### config.mk
export PLATFORM = sky130hd
export DESIGN_NAME = ahb_decode_mux_flat
export DESIGN_NICKNAME = d
export VERILOG_FILES = /design/src/rtl/ahb_decode_pkg.sv /design/src/rtl/ahb_decode_mux_if.sv /design/src/rtl/ahb_default_slave.sv /design/src/rtl/ahb_decode_mux.sv /design/src/flat_wrapper.sv
export SDC_FILE = /design/constraint.sdc
export NUM_CORES = 1
export LEC_CHECK = 0
export ABC_AREA = 1
export CELL_PAD_IN_SITES_DETAIL_PLACEMENT = 1
export CELL_PAD_IN_SITES_GLOBAL_PLACEMENT = 2
export CORE_ASPECT_RATIO = 1.75
export CORE_MARGIN = 1
export CORE_UTILIZATION = 10
export DETAILED_ROUTE_END_ITERATION = 16
export PLACE_DENSITY = 0.89
export SLEW_MARGIN = 15
export SYNTH_ARGS = -nofsm -noshare
export SYNTH_HDL_FRONTEND = slang
export SYNTH_SLANG_ARGS = --single-unit
### constraint.sdc
create_clock -name HCLK -period 2.68 [get_ports HCLK]
set_input_delay 0.536 -clock HCLK [delete_from_list [all_inputs] [get_ports HCLK]]
set_output_delay 0.536 -clock HCLK [all_outputs]
set_load 0.05 [all_outputs]
### src/rtl/ahb_decode_pkg.sv
// Shared constants and types for the AHB address decoder / response mux
// and its built-in default slave.
package ahb_decode_pkg;

  localparam logic [31:0] ROM_BASE    = 32'h0000_0000;
  localparam logic [31:0] ROM_MASK    = 32'hFFFF_0000;
  localparam logic [31:0] RAM_BASE    = 32'h2000_0000;
  localparam logic [31:0] RAM_MASK    = 32'hFFFF_0000;
  localparam logic [31:0] PERIPH_BASE = 32'h4000_0000;
  localparam logic [31:0] PERIPH_MASK = 32'hFFFF_F000;

  localparam logic [1:0] HTRANS_IDLE   = 2'b00;
  localparam logic [1:0] HTRANS_BUSY   = 2'b01;
  localparam logic [1:0] HTRANS_NONSEQ = 2'b10;
  localparam logic [1:0] HTRANS_SEQ    = 2'b11;

  localparam logic [1:0] HRESP_OKAY  = 2'b00;
  localparam logic [1:0] HRESP_ERROR = 2'b01;
  localparam logic [1:0] HRESP_RETRY = 2'b10;
  localparam logic [1:0] HRESP_SPLIT = 2'b11;

  localparam int NUM_SLAVES = 3;

  typedef enum logic [1:0] {
    SLV_ROM     = 2'd0,
    SLV_RAM     = 2'd1,
    SLV_PERIPH  = 2'd2,
    SLV_DEFAULT = 2'd3
  } slave_idx_e;

  typedef enum logic [1:0] {
    DS_IDLE = 2'd0,
    DS_ERR1 = 2'd1,
    DS_ERR2 = 2'd2
  } ds_state_e;

  function automatic slave_idx_e decode_addr(input logic [31:0] addr);
    if ((addr & ROM_MASK) == ROM_BASE)       return SLV_ROM;
    if ((addr & RAM_MASK) == RAM_BASE)       return SLV_RAM;
    if ((addr & PERIPH_MASK) == PERIPH_BASE) return SLV_PERIPH;
    return SLV_DEFAULT;
  endfunction

  // Only NONSEQ/SEQ carry a real transfer that an unmapped slave must reject.
  function automatic logic is_active(input logic [1:0] trans);
    return (trans == HTRANS_NONSEQ) || (trans == HTRANS_SEQ);
  endfunction

endpackage

### src/rtl/ahb_decode_mux_if.sv
// Bus bundle between the AHB master, the three slaves and the decoder/mux.
// The decoder uses the slave modport; the master side drives the other end.
interface ahb_decode_mux_if;

  logic [31:0] haddr;
  logic [1:0]  htrans;
  logic [2:0]  hsel;
  logic        hready;
  logic [31:0] hrdata;
  logic [1:0]  hresp;
  logic [95:0] s_hrdata;
  logic [2:0]  s_hready_resp;
  logic [5:0]  s_hresp;

  modport slave (
    input  haddr, htrans, s_hrdata, s_hready_resp, s_hresp,
    output hsel, hready, hrdata, hresp
  );

  modport master (
    output haddr, htrans, s_hrdata, s_hready_resp, s_hresp,
    input  hsel, hready, hrdata, hresp
  );

endinterface

### src/rtl/ahb_default_slave.sv
// Default-slave FSM producing the two-cycle ERROR response for unmapped transfers.
// With AHB_DECODE_MUX_TIMEOUT_EN defined, a stalled mapped data phase is also forced to ERROR.
module ahb_default_slave
  import ahb_decode_pkg::*;
#(
  parameter int TIMEOUT_CYCLES = 256
) (
  input  logic      clk,
  input  logic      rst_n,
  input  logic      hready,
  input  logic      unmapped_req,
  input  logic      stall,
  output ds_state_e state,
  output logic      timeout
);

  ds_state_e state_q, state_d;

`ifdef AHB_DECODE_MUX_TIMEOUT_EN
  localparam int CNT_W = $clog2(TIMEOUT_CYCLES + 1);

  logic [CNT_W-1:0] count_q, count_d;

  // Fires on the cycle that completes the TIMEOUT_CYCLES-th stalled cycle.
  always_comb begin
    count_d = count_q;
    timeout = 1'b0;
    if (hready) begin
      count_d = '0;
    end else if (stall) begin
      if (count_q == CNT_W'(TIMEOUT_CYCLES - 1)) begin
        timeout = 1'b1;
        count_d = '0;
      end else begin
        count_d = count_q + 1'b1;
      end
    end
  end

  always_ff @(posedge clk) begin
    if (!rst_n) count_q <= '0;
    else        count_q <= count_d;
  end
`else
  logic unused_cfg;
  assign unused_cfg = stall & (TIMEOUT_CYCLES > 0);
  assign timeout    = 1'b0;
`endif

  always_comb begin
    state_d = state_q;
    case (state_q)
      DS_IDLE: if (timeout || (hready && unmapped_req)) state_d = DS_ERR1;
      DS_ERR1: state_d = DS_ERR2;
      DS_ERR2: state_d = unmapped_req ? DS_ERR1 : DS_IDLE;
      default: state_d = DS_IDLE;
    endcase
  end

  always_ff @(posedge clk) begin
    if (!rst_n) state_q <= DS_IDLE;
    else        state_q <= state_d;
  end

  assign state = state_q;

endmodule

### src/rtl/ahb_decode_mux.sv
// AHB address decoder and data-phase response mux for ROM/RAM/PERIPH plus a default slave.
// Optional stall watchdog enabled by defining AHB_DECODE_MUX_TIMEOUT_EN.
module ahb_decode_mux
  import ahb_decode_pkg::*;
#(
  parameter int TIMEOUT_CYCLES = 256
) (
  input logic              HCLK,
  input logic              HRESETn,
  ahb_decode_mux_if.slave  bus
);

  slave_idx_e  addr_sel;
  slave_idx_e  dsel_q, dsel_d;
  ds_state_e   ds_state;
  logic        timeout;
  logic        unmapped_req;
  logic        stall;
  logic [2:0]  hsel_dec;
  logic        hready_mux;
  logic [1:0]  hresp_mux;
  logic [31:0] hrdata_mux;

  assign addr_sel     = decode_addr(bus.haddr);
  assign unmapped_req = (addr_sel == SLV_DEFAULT) && is_active(bus.htrans);

  always_comb begin
    hsel_dec = 3'b000;
    case (addr_sel)
      SLV_ROM:    hsel_dec = 3'b001;
      SLV_RAM:    hsel_dec = 3'b010;
      SLV_PERIPH: hsel_dec = 3'b100;
      default:    hsel_dec = 3'b000;
    endcase
  end

  // Error states own the bus; otherwise the registered data-phase slave drives it.
  always_comb begin
    hready_mux = 1'b1;
    hresp_mux  = HRESP_OKAY;
    hrdata_mux = '0;
    case (ds_state)
      DS_ERR1: begin
        hready_mux = 1'b0;
        hresp_mux  = HRESP_ERROR;
      end
      DS_ERR2: hresp_mux = HRESP_ERROR;
      default: begin
        case (dsel_q)
          SLV_ROM: begin
            hready_mux = bus.s_hready_resp[0];
            hresp_mux  = bus.s_hresp[1:0];
            hrdata_mux = bus.s_hrdata[31:0];
          end
          SLV_RAM: begin
            hready_mux = bus.s_hready_resp[1];
            hresp_mux  = bus.s_hresp[3:2];
            hrdata_mux = bus.s_hrdata[63:32];
          end
          SLV_PERIPH: begin
            hready_mux = bus.s_hready_resp[2];
            hresp_mux  = bus.s_hresp[5:4];
            hrdata_mux = bus.s_hrdata[95:64];
          end
          default: ;
        endcase
      end
    endcase
  end

  assign stall = (dsel_q != SLV_DEFAULT) && (ds_state == DS_IDLE) && !hready_mux;

  // A timed-out slave is detached so its late response cannot reach the master.
  always_comb begin
    dsel_d = dsel_q;
    if (timeout)         dsel_d = SLV_DEFAULT;
    else if (hready_mux) dsel_d = addr_sel;
  end

  always_ff @(posedge HCLK) begin
    if (!HRESETn) dsel_q <= SLV_DEFAULT;
    else          dsel_q <= dsel_d;
  end

  ahb_default_slave #(
    .TIMEOUT_CYCLES (TIMEOUT_CYCLES)
  ) u_default_slave (
    .clk          (HCLK),
    .rst_n        (HRESETn),
    .hready       (hready_mux),
    .unmapped_req (unmapped_req),
    .stall        (stall),
    .state        (ds_state),
    .timeout      (timeout)
  );

  assign bus.hsel   = hsel_dec;
  assign bus.hready = hready_mux;
  assign bus.hresp  = hresp_mux;
  assign bus.hrdata = hrdata_mux;

endmodule

### src/flat_wrapper.sv
// flat-port wrapper written by rule: the top's interface ports become plain ports
module ahb_decode_mux_flat import ahb_decode_pkg::*;
#(
  parameter int TIMEOUT_CYCLES = 256
)
  (HCLK, HRESETn, bus_haddr, bus_htrans, bus_s_hrdata, bus_s_hready_resp, bus_s_hresp, bus_hsel, bus_hready, bus_hrdata, bus_hresp);
  ahb_decode_mux_if bus_i ();
  input logic HCLK;
  input logic HRESETn;
  input wire logic [$bits(bus_i.haddr)-1:0] bus_haddr;
  input wire logic [$bits(bus_i.htrans)-1:0] bus_htrans;
  input wire logic [$bits(bus_i.s_hrdata)-1:0] bus_s_hrdata;
  input wire logic [$bits(bus_i.s_hready_resp)-1:0] bus_s_hready_resp;
  input wire logic [$bits(bus_i.s_hresp)-1:0] bus_s_hresp;
  output wire logic [$bits(bus_i.hsel)-1:0] bus_hsel;
  output wire logic [$bits(bus_i.hready)-1:0] bus_hready;
  output wire logic [$bits(bus_i.hrdata)-1:0] bus_hrdata;
  output wire logic [$bits(bus_i.hresp)-1:0] bus_hresp;
  assign bus_i.haddr = bus_haddr;
  assign bus_i.htrans = bus_htrans;
  assign bus_i.s_hrdata = bus_s_hrdata;
  assign bus_i.s_hready_resp = bus_s_hready_resp;
  assign bus_i.s_hresp = bus_s_hresp;
  assign bus_hsel = bus_i.hsel;
  assign bus_hready = bus_i.hready;
  assign bus_hrdata = bus_i.hrdata;
  assign bus_hresp = bus_i.hresp;
  ahb_decode_mux #(.TIMEOUT_CYCLES(TIMEOUT_CYCLES)) u_core (.HCLK(HCLK), .HRESETn(HRESETn), .bus(bus_i));
endmodule
==> results.json <==
{
  "status": "complete, no violations",
  "layout_setup_ws_ps": 157.5,
  "p_per_area_nw_per_um2": 678.3,
  "cts_tree": "built",
  "cap_violations": 0,
  "synth.distinct_cells": 25,
  "synth-seq-cells": 4,
  "grt_first_pass_wirelength_um": 11680,
  "drt_iter0_markers": 62,
  "rows": 55,
  "worstMarginPinSlew_ps": 407.0,
  "setup-tns-final_ps": 0,
  "power_frac_clock_pct": 9.4,
  "drive_gt1_share_pct": 13.87,
  "final_cell_mix": "nand2_1, clkdlybuf4s50_1, inv_1",
  "insertion_delay_ps": 220,
  "cts_sinks": 4,
  "gp_congestion": 0.7793,
  "end_kind": "output pin",
  "crit_path_start": "bus_haddr[31]",
  "fin_worst_skew_ps": 0.9084,
  "cts_setup_buffers": 0,
  "fp.coreArea_um2": 12940,
  "drc_errors": 0,
  "htree_levels": 1,
  "wirelength_um": 7963,
  "power_w": 0.002479,
  "track_usage_pct": 10.93,
  "vias": 2341,
  "hp-class": "flip-flop to flip-flop",
  "final_antenna_net_count": 0,
  "fp.dieH_um": 154.3,
  "clkTransAtPathRegs_ps": 30,
  "p_int_w": 0.001210,
  "leakagePower_nw": 1.741,
  "yosysTopAreaCell": "nand2_1",
  "final-max-slew-violation-count": 0,
  "antenna_cells": 0,
  "syn_inst": 286,
  "final.min_clock_period_ps": 2523,
  "io_pins": 179,
  "synth_area_um2": 1325,
  "grt_pass1_vias": 2475,
  "antenna_found_initial": 0,
  "fin_crit_sh_pct": 94.12,
  "place_worst_setup_slack_ps": 157.9,
  "p_comb_share_pct": 86.6,
  "rsz0062_at_grt": "false",
  "initial_core_util_pct": 10.24,
  "die_area_um2": 13730,
  "relSlewSlack_pct": 72.86,
  "crit_path_start_kind": "input port",
  "synth_top_area_share_pct": 40.79,
  "synth-seq-area-share_pct": 6.043,
  "crit_type": "input port to output pin",
  "switching_share_pct": 51.19,
  "ctsHoldBuffers": 0,
  "post_cts_resize_count": 0,
  "cts-root-buf": "clkbuf_16",
  "seqPwrFrac_pct": 4.0,
  "fmax_ghz": 0.3964,
  "tritoncts.num_buffers": 3,
  "ir_drop_v": 0.0003030,
  "critPathArrivalTime_ps": 1990,
  "r2r_cells": 8,
  "area_growth_pct": 175.8,
  "syn-num-nets": 431,
  "setup_viol": 0,
  "finalNetCount": 594,
  "wl_per_cell_um": 12.89,
  "io_buffers": 165,
  "final.fill_count": 1617,
  "worstPathRequired_ps": 2140,
  "viasPerCell": 3.788,
  "dp_hpwl_um": 6656,
  "grt_max_degree": 36,
  "rrSetupSlack_ps": 710,
  "die_w_um": 89.02,
  "first_pass_iters": 4,
  "cts_buffer_depth": 2,
  "yosys-top-cells-area": "nand2_1, nand3_1, inv_1",
  "avgSynthCellArea_um2": 4.633,
  "final_common_cell": "nand2_1",
  "worstReg2RegEnd": "u_core.u_default_slave.state[1]",
  "grt-ovfl-total": 0,
  "worstReg2RegStart": "u_core.u_default_slave.state[0]",
  "hold_ws_ps": 599.0,
  "final-hold-violation-count": 0,
  "power_switching_w": 0.001269,
  "endpoint": "bus_hsel[1]",
  "critical_path.max_fanout": 2,
  "yosysWarnings": 0
}
synthesized netlist by cell type, drive strengths merged:
cell    instances
inv            48
nor2           18
nor3            1
nand2         148
nor4            1
clkbuf          7
dfxtp           4
nand3          39
nand4           3
a21oi           3
ha              4
o211ai          2
buf             5
a21boi          1
o21ai           1
or2             1
sequential cells by signal (all words and copies together), names as in the netlist:
| name | count |
|---|---|
| u_core.dsel_q | 2 |
| u_core.u_default_slave.state | 2 |
through the flow:
stage / instances / util [%] / area (um2)
2_1_floorplan: 286 / - / 1330
3_3_place_gp: 615 / 27.67 / 3580
3_5_place_dp: 615 / 27.67 / 3580
4_1_cts: 618 / 28.25 / 3655
5_1_grt: 618 / 28.25 / 3655
6_report: 618 / 28.25 / 3655
cells by family (layout without fill, tap and decap cells):
family | Yosys count | count (layout) | synth area share (%)
compound gates | 7 | 7 | 3.777
buf+inv | 60 | 221 | 17.28
flops | 4 | 4 | 6.044
fa+ha+maj | 4 | 4 | 3.777
simple gates | 211 | 211 | 69.12
layer usage:
layer  up-vias  wire [um]  global-route usage (%)
met2       107       4556                   23.37
li1       1183          -                       -
met3         7        703                   2.508
met4         0         70                   2.041
met5         -          0                       0
met1      1044       2632                   9.745
power groups by stage:
| stage | sequential, W | clock (W) | combinational [W] |
|---|---|---|---|
| after floorplan | 0.0000963 | 0 | 0.00109 |
| after detailed placement | 0.000101 | 0 | 0.00217 |
| after CTS | 0.000100 | 0.000234 | 0.00219 |
| final | 0.0000998 | 0.000233 | 0.00215 |
| after global placement | 0.0000987 | 0 | 0.00215 |
| after global routing | 0.000103 | 0.000238 | 0.00229 |
worst min path at each step:
stage                     startpoint               end  slack [ps]  cells after the start
CTS                 u_core.dsel_q[1]  u_core.dsel_q[1]         610                      2
detailed placement  u_core.dsel_q[1]  u_core.dsel_q[1]         600                      2
floorplan           u_core.dsel_q[1]  u_core.dsel_q[1]         560                      2
finish              u_core.dsel_q[1]  u_core.dsel_q[1]         600                      2
global placement    u_core.dsel_q[1]  u_core.dsel_q[1]         590                      2
global route        u_core.dsel_q[1]  u_core.dsel_q[1]         660                      2
area by class of cell:
class,count,area (um2),area share (%)
clock buffers,3,75.07,2.054
inverters,48,182.7,4.998
multi-input cells,222,1021,27.94
flip-flops and latches,4,80.08,2.191
well taps,171,214.0,5.854
repair buffers,170,2082,56.97
critical path, stage by stage:
cell	delay, ps
clkdlybuf4s50_1	420
or2_1	260
nor4_1	290
nand2_1	120
inv_1	150
nor3_2	70
buf_12	150
Note: power is estimated with default switching activity, not from simulation.
